--- src/rtl/apb_ctrl_pkg.sv ---
// apb_ctrl_pkg: shared FSM encoding, slave decode and default timeout for the APB master arbiter
package apb_ctrl_pkg;
  typedef logic [1:0] state_t;
  localparam state_t ST_IDLE   = 2'd0;
  localparam state_t ST_SETUP  = 2'd1;
  localparam state_t ST_ACCESS = 2'd2;
  localparam state_t ST_DONE   = 2'd3;
  localparam int TIMEOUT_DEF = 16;
  localparam int SLV_BIT = 5;
  localparam logic SLV_GPIO = 1'b0;
  localparam logic SLV_UART = 1'b1;
endpackage

--- src/rtl/rr_arbiter2.sv ---
// rr_arbiter2: two-way round-robin grant; pointer remembers the last granted requester
module rr_arbiter2 (
  input  logic       clk,
  input  logic       rst_n,
  input  logic [1:0] req,
  input  logic       en,
  output logic       gnt_valid,
  output logic       gnt_idx
);
  logic last_q, last_d;
  always_comb begin
    gnt_valid = en && |req;
    gnt_idx = &req ? ~last_q : req[1];
    last_d = gnt_valid ? gnt_idx : last_q;
  end
  // reset value 1 makes requester 0 win the first contention
  always_ff @(posedge clk or negedge rst_n)
    if (!rst_n) last_q <= 1'b1;
    else last_q <= last_d;
endmodule

--- src/rtl/apb_master_arbiter.sv ---
// apb_master_arbiter: arbitrates two requesters onto one APB master driving GPIO and UART slaves
module apb_master_arbiter
  import apb_ctrl_pkg::*;
#(
  parameter int TIMEOUT = TIMEOUT_DEF
) (
  input  logic        clk,
  input  logic        rst_n,
  input  logic [1:0]  req_valid,
  input  logic [1:0]  req_write,
  input  logic [11:0] req_addr,
  input  logic [63:0] req_wdata,
  output logic [1:0]  done,
  output logic [31:0] rdata,
  output logic        err,
  output logic        psel_gpio,
  output logic        psel_uart,
  output logic        penable,
  output logic        pwrite,
  output logic [4:0]  paddr,
  output logic [31:0] pwdata,
  input  logic        pready_gpio,
  input  logic        pready_uart,
  input  logic [31:0] prdata_gpio,
  input  logic [31:0] prdata_uart
);
  localparam logic [7:0] TO_LAST = 8'(TIMEOUT - 1);
  state_t state_q, state_d;
  logic gnt_q, gnt_d, wr_q, wr_d, err_q, err_d;
  logic psel_g_q, psel_g_d, psel_u_q, psel_u_d, penable_q, penable_d;
  logic [5:0] addr_q, addr_d;
  logic [31:0] wdata_q, wdata_d, rdata_q, rdata_d;
  logic [7:0] cnt_q, cnt_d;
  logic [1:0] done_q, done_d;
  logic gnt_valid, gnt_idx, sel_ready, active;
  logic [31:0] sel_rdata;
  rr_arbiter2 u_arb (
    .clk(clk), .rst_n(rst_n), .req(req_valid), .en(state_q == ST_IDLE),
    .gnt_valid(gnt_valid), .gnt_idx(gnt_idx)
  );
  always_comb begin
    state_d = state_q;
    gnt_d = gnt_q;
    wr_d = wr_q;
    addr_d = addr_q;
    wdata_d = wdata_q;
    cnt_d = cnt_q;
    rdata_d = rdata_q;
    err_d = err_q;
    sel_ready = addr_q[SLV_BIT] == SLV_UART ? pready_uart : pready_gpio;
    sel_rdata = addr_q[SLV_BIT] == SLV_UART ? prdata_uart : prdata_gpio;
    case (state_q)
      ST_IDLE: if (gnt_valid) begin
        state_d = ST_SETUP;
        gnt_d = gnt_idx;
        wr_d = req_write[gnt_idx];
        addr_d = gnt_idx ? req_addr[11:6] : req_addr[5:0];
        wdata_d = gnt_idx ? req_wdata[63:32] : req_wdata[31:0];
        cnt_d = '0;
      end
      ST_SETUP: state_d = ST_ACCESS;
      ST_ACCESS: if (sel_ready) begin
        state_d = ST_DONE;
        rdata_d = wr_q ? rdata_q : sel_rdata;
        err_d = 1'b0;
      end else if (cnt_q == TO_LAST) begin
        state_d = ST_DONE;
        rdata_d = '0;
        err_d = 1'b1;
      end else cnt_d = cnt_q + 8'd1;
      default: state_d = ST_IDLE;
    endcase
    // outputs are registered from the next state so they line up with the phase
    active = state_d == ST_SETUP || state_d == ST_ACCESS;
    psel_g_d = active && addr_d[SLV_BIT] == SLV_GPIO;
    psel_u_d = active && addr_d[SLV_BIT] == SLV_UART;
    penable_d = state_d == ST_ACCESS;
    done_d = state_d == ST_DONE ? (gnt_d ? 2'b10 : 2'b01) : 2'b00;
  end
  always_ff @(posedge clk or negedge rst_n)
    if (!rst_n) begin
      state_q <= ST_IDLE;
      gnt_q <= 1'b0;
      wr_q <= 1'b0;
      addr_q <= '0;
      wdata_q <= '0;
      cnt_q <= '0;
      rdata_q <= '0;
      err_q <= 1'b0;
      psel_g_q <= 1'b0;
      psel_u_q <= 1'b0;
      penable_q <= 1'b0;
      done_q <= '0;
    end else begin
      state_q <= state_d;
      gnt_q <= gnt_d;
      wr_q <= wr_d;
      addr_q <= addr_d;
      wdata_q <= wdata_d;
      cnt_q <= cnt_d;
      rdata_q <= rdata_d;
      err_q <= err_d;
      psel_g_q <= psel_g_d;
      psel_u_q <= psel_u_d;
      penable_q <= penable_d;
      done_q <= done_d;
    end
  assign done = done_q;
  assign rdata = rdata_q;
  assign err = err_q;
  assign psel_gpio = psel_g_q;
  assign psel_uart = psel_u_q;
  assign penable = penable_q;
  assign pwrite = wr_q;
  assign paddr = addr_q[4:0];
  assign pwdata = wdata_q;
endmodule

--- config.mk ---
export PLATFORM = sky130hd
export DESIGN_NAME = apb_master_arbiter
export DESIGN_NICKNAME = d
export VERILOG_FILES = /design/src/rtl/apb_ctrl_pkg.sv /design/src/rtl/rr_arbiter2.sv /design/src/rtl/apb_master_arbiter.sv
export SDC_FILE = /design/constraint.sdc
export NUM_CORES = 1
export LEC_CHECK = 0
export CAP_MARGIN = 20
export CORE_UTILIZATION = 40
export DETAILED_ROUTE_END_ITERATION = 8
export GPL_ROUTABILITY_DRIVEN = 0
export PLACE_DENSITY = 0.8
export SLEW_MARGIN = 10
export SYNTH_ARGS = -nofsm -noshare
export SYNTH_HDL_FRONTEND = slang
export SYNTH_SLANG_ARGS = --single-unit
export TNS_END_PERCENT = 50
--- constraint.sdc ---
create_clock -name clk -period 2.45 [get_ports clk]
set_clock_uncertainty 0.15 [all_clocks]
set_input_delay 0.735 -clock clk [delete_from_list [all_inputs] [get_ports clk]]
set_output_delay 0.735 -clock clk [all_outputs]
set_load 0.02 [all_outputs]
==> flow_summary.toml <==
[floorplanning]
die-height_um = 107
start_util_pct = 41.9
ios = 224
core.rowCount = 37
fp.dieW_um = 107
die_area_sq_mm = 0.0114
core_area_sq_mm = 0.0105

[place]
port_buffers = 223
hpwl_mm = 9.57
dpl_cell_area_sq_mm = 0.00692

[drt]
drcViolationCount = 0
vias_per_cell = 5.23
antenna_left = 0
wirelength_mm = 12.4
dr.pass1.iters = 4
via_count = 4039
dr.first_iter.drc_count = 133
routedWlPerCell_um = 16.0

[yosys]
yosysWarnings = 0
syn_nets = 567
ys_types = 39
yosysSeqAreaShare_pct = 50.7
synthSimpleGateAreaFrac_pct = 12.6
synthFlopType = "dfrtp_1"
synth_top_cell_area_share_pct = 50.1
synth-xor-area-share_pct = 0
synth_top_cell_by_area = "dfrtp_1"
synth_edf_count = 0
synthAdderAreaFrac_pct = 1.71
postSynthCellCount = 413
ys_ff_latch = 89
mappedNetlistArea_sq_mm = 0.00440
synth_mux_area_share_pct = 16.7
syn_avg_cell_area_sq_um = 10.7
synth_top_family_by_area = "multiplexers"
synthTopCellsByArea = "dfrtp_1 50%, mux2i_1 16%, a21o_1 5.5%"
synthArstFlopShare_pct = 100
synth_compound_gate_area_share_pct = 13.9

[grt]
grt_overflow = 0
grt_pass1_vias = 4162
grt_use_total_pct = 22.3
grt_pass1_wl_mm = 20.1
antenna_found_initial = 0
grt_max_degree = 78

[clock_network]
clock_tree.buffer_depth = 2
numCtsBuffers = 9
htree_levels = 3
clk_latency_ps = 340
cts_root_buffer = "clkbuf_8"
clkSinkCount = 89
tritoncts = "done"
clkTransAtPathRegs_ps = 80
postCtsSetupRepairBufs = 0
hold_buffers = 0

[critical_path]
cp.required_ps = 2560
rrSetupSlack_ps = 220
path_delay_family = "simple AND/OR/NAND/NOR gates"
worstSetupStartpointType = "input port"
path_class = "input port to flip-flop"
reg2reg_depth = 6
critical-path-max-stage-delay_ps = 510
r2r-end = "cnt_q[3]$_DFFE_PN0P_"
r2r-start = "state_q[0]$_DFF_PN0_"
path_cells = "clkdlybuf4s50_1 > mux2_4 > a32o_2 > or4_1 > a21boi_1"
cp-startpoint = "pready_gpio"
critPathBufInv = 1
worstSetupEndpointType = "flip-flop"
cp_max_fo = 4
critPathSlowestCell = "or4_1"
cp_data_arrival_time_ps = 2450

[final_layout]
nNetsFinal = 786
regArea_sq_mm = 0.00223
final_area_sq_mm = 0.00712
most-common-layout-cells = "222 x clkdlybuf4s50_1, 87 x dfrtp_1, 71 x mux2i_1"
area_growth_pct = 61.8
drive_gt1_share_pct = 7.69
fin_util_pct = 67.7
multiInputGateArea_sq_mm = 0.00201
final_common_cell = "clkdlybuf4s50_1"
fillers = 809
diodes = 0

[timing]
slew_viol_final = 0
rsz0062_at_grt = "false"
worstMarginPinSlew_ps = 582
finalCritPeriodShare_pct = 95.5
setup_viol = 0
fmax_mhz = 428
fin_hold_ws_ps = 189
period_minus_slack_ps = 2340
tns_ps = 0
hold_viol = 0
relSlewSlack_pct = 61.2

[pwr]
power_mw = 7.35
ir_worst_vdd_mv = 0.533
pwr_density_cell_mw_per_mm2 = 1030
total_leakage_power_nw = 3.27

[flow_run]
drv_cap = 0

[worst_hold_path]
hp-class = "input port to asynchronous set/reset pin"

[status]
status = "finished clean"
[synth_stat cells, types with 2 or more instances]
cell type and n:
dfrtp_1 88, mux2i_1 72, o21ai_0 46, nand2_1 42
nor4_1 33, a21o_1 32, clkbuf_1 25, a21oi_1 6
buf_2 6, ha_1 6, nand2b_1 6, buf_4 5
inv_1 5, nand4b_1 4, nand3_1 3, nor2b_1 3
a21boi_1 2, a31oi_1 2, nand4_1 2, nor2_1 2
nor3b_1 2, nor4b_1 2, o31ai_1 2, o41ai_1 2
[flip-flops by register name, indices dropped and copies added (netlist names)]
name and flops:
gnt_q 1, pwdata 32, psel_gpio 1, err 1, done 2, psel_uart 1, pwrite 1, state_q 2
rdata 32, penable 1, addr_q 6, cnt_q 8, u_arb.last_q 1
[stage by stage]
step | instances | worst slack, ps
finish | 773 | 111
global route | 773 | 52.3
CTS | 773 | 159
detailed placement | 757 | -231
global placement | 757 | -143
floorplan | 413 | 137
[routing by layer]
metal	part of all wire [%]	track usage, %
met1	39	25.8
met2	48	38.0
met3	10	8.33
met4	2.1	7.24
met5	0	0
[how the worst max path moves through the flow]
stage | to | depth (start not counted)
3_5_place_dp | cnt_q[3]$_DFFE_PN0P_ | 5
4_1_cts | cnt_q[3]$_DFFE_PN0P_ | 5
3_3_place_gp | cnt_q[3]$_DFFE_PN0P_ | 5
6_report | cnt_q[3]$_DFFE_PN0P_ | 5
5_1_grt | cnt_q[3]$_DFFE_PN0P_ | 6
2_1_floorplan | done[1]$_DFF_PN0_ | 7
[cells by family (layout without fill, tap and decap cells)]
| family | Yosys count | count (layout) |
|---|---|---|
| DFF | 89 | 89 |
| muxes | 73 | 73 |
| AOI/OAI and AO/OA | 98 | 98 |
| adders and majority gates | 6 | 6 |
| buffers and inverters | 43 | 267 |
| and+or+nand+nor | 104 | 104 |
[report_power, final]
part	internal (mW)	switching (mW)
clock	0.526	0.494
sequential	2.03	0.309
combinational	1.90	2.09
total	4.46	2.89
[final cells by class]
| cell class | count | area share, % |
|---|---|---|
| clock inverter | 3 | 0.562 |
| sequential | 89 | 31.3 |
| timing repair buffer | 246 | 35.0 |
| clock buffer | 13 | 2.23 |
| inverter | 5 | 0.264 |
| tap | 136 | 2.39 |
| multi-input combinational | 281 | 28.3 |
[repair_timing]
item / 4_1_cts / 5_1_grt
setup endpoints to repair: 0 / 1
gates resized for setup: 0 / 1
endpoints found under the hold margin: 0 / 0
Power figures use the tool's default switching activity.
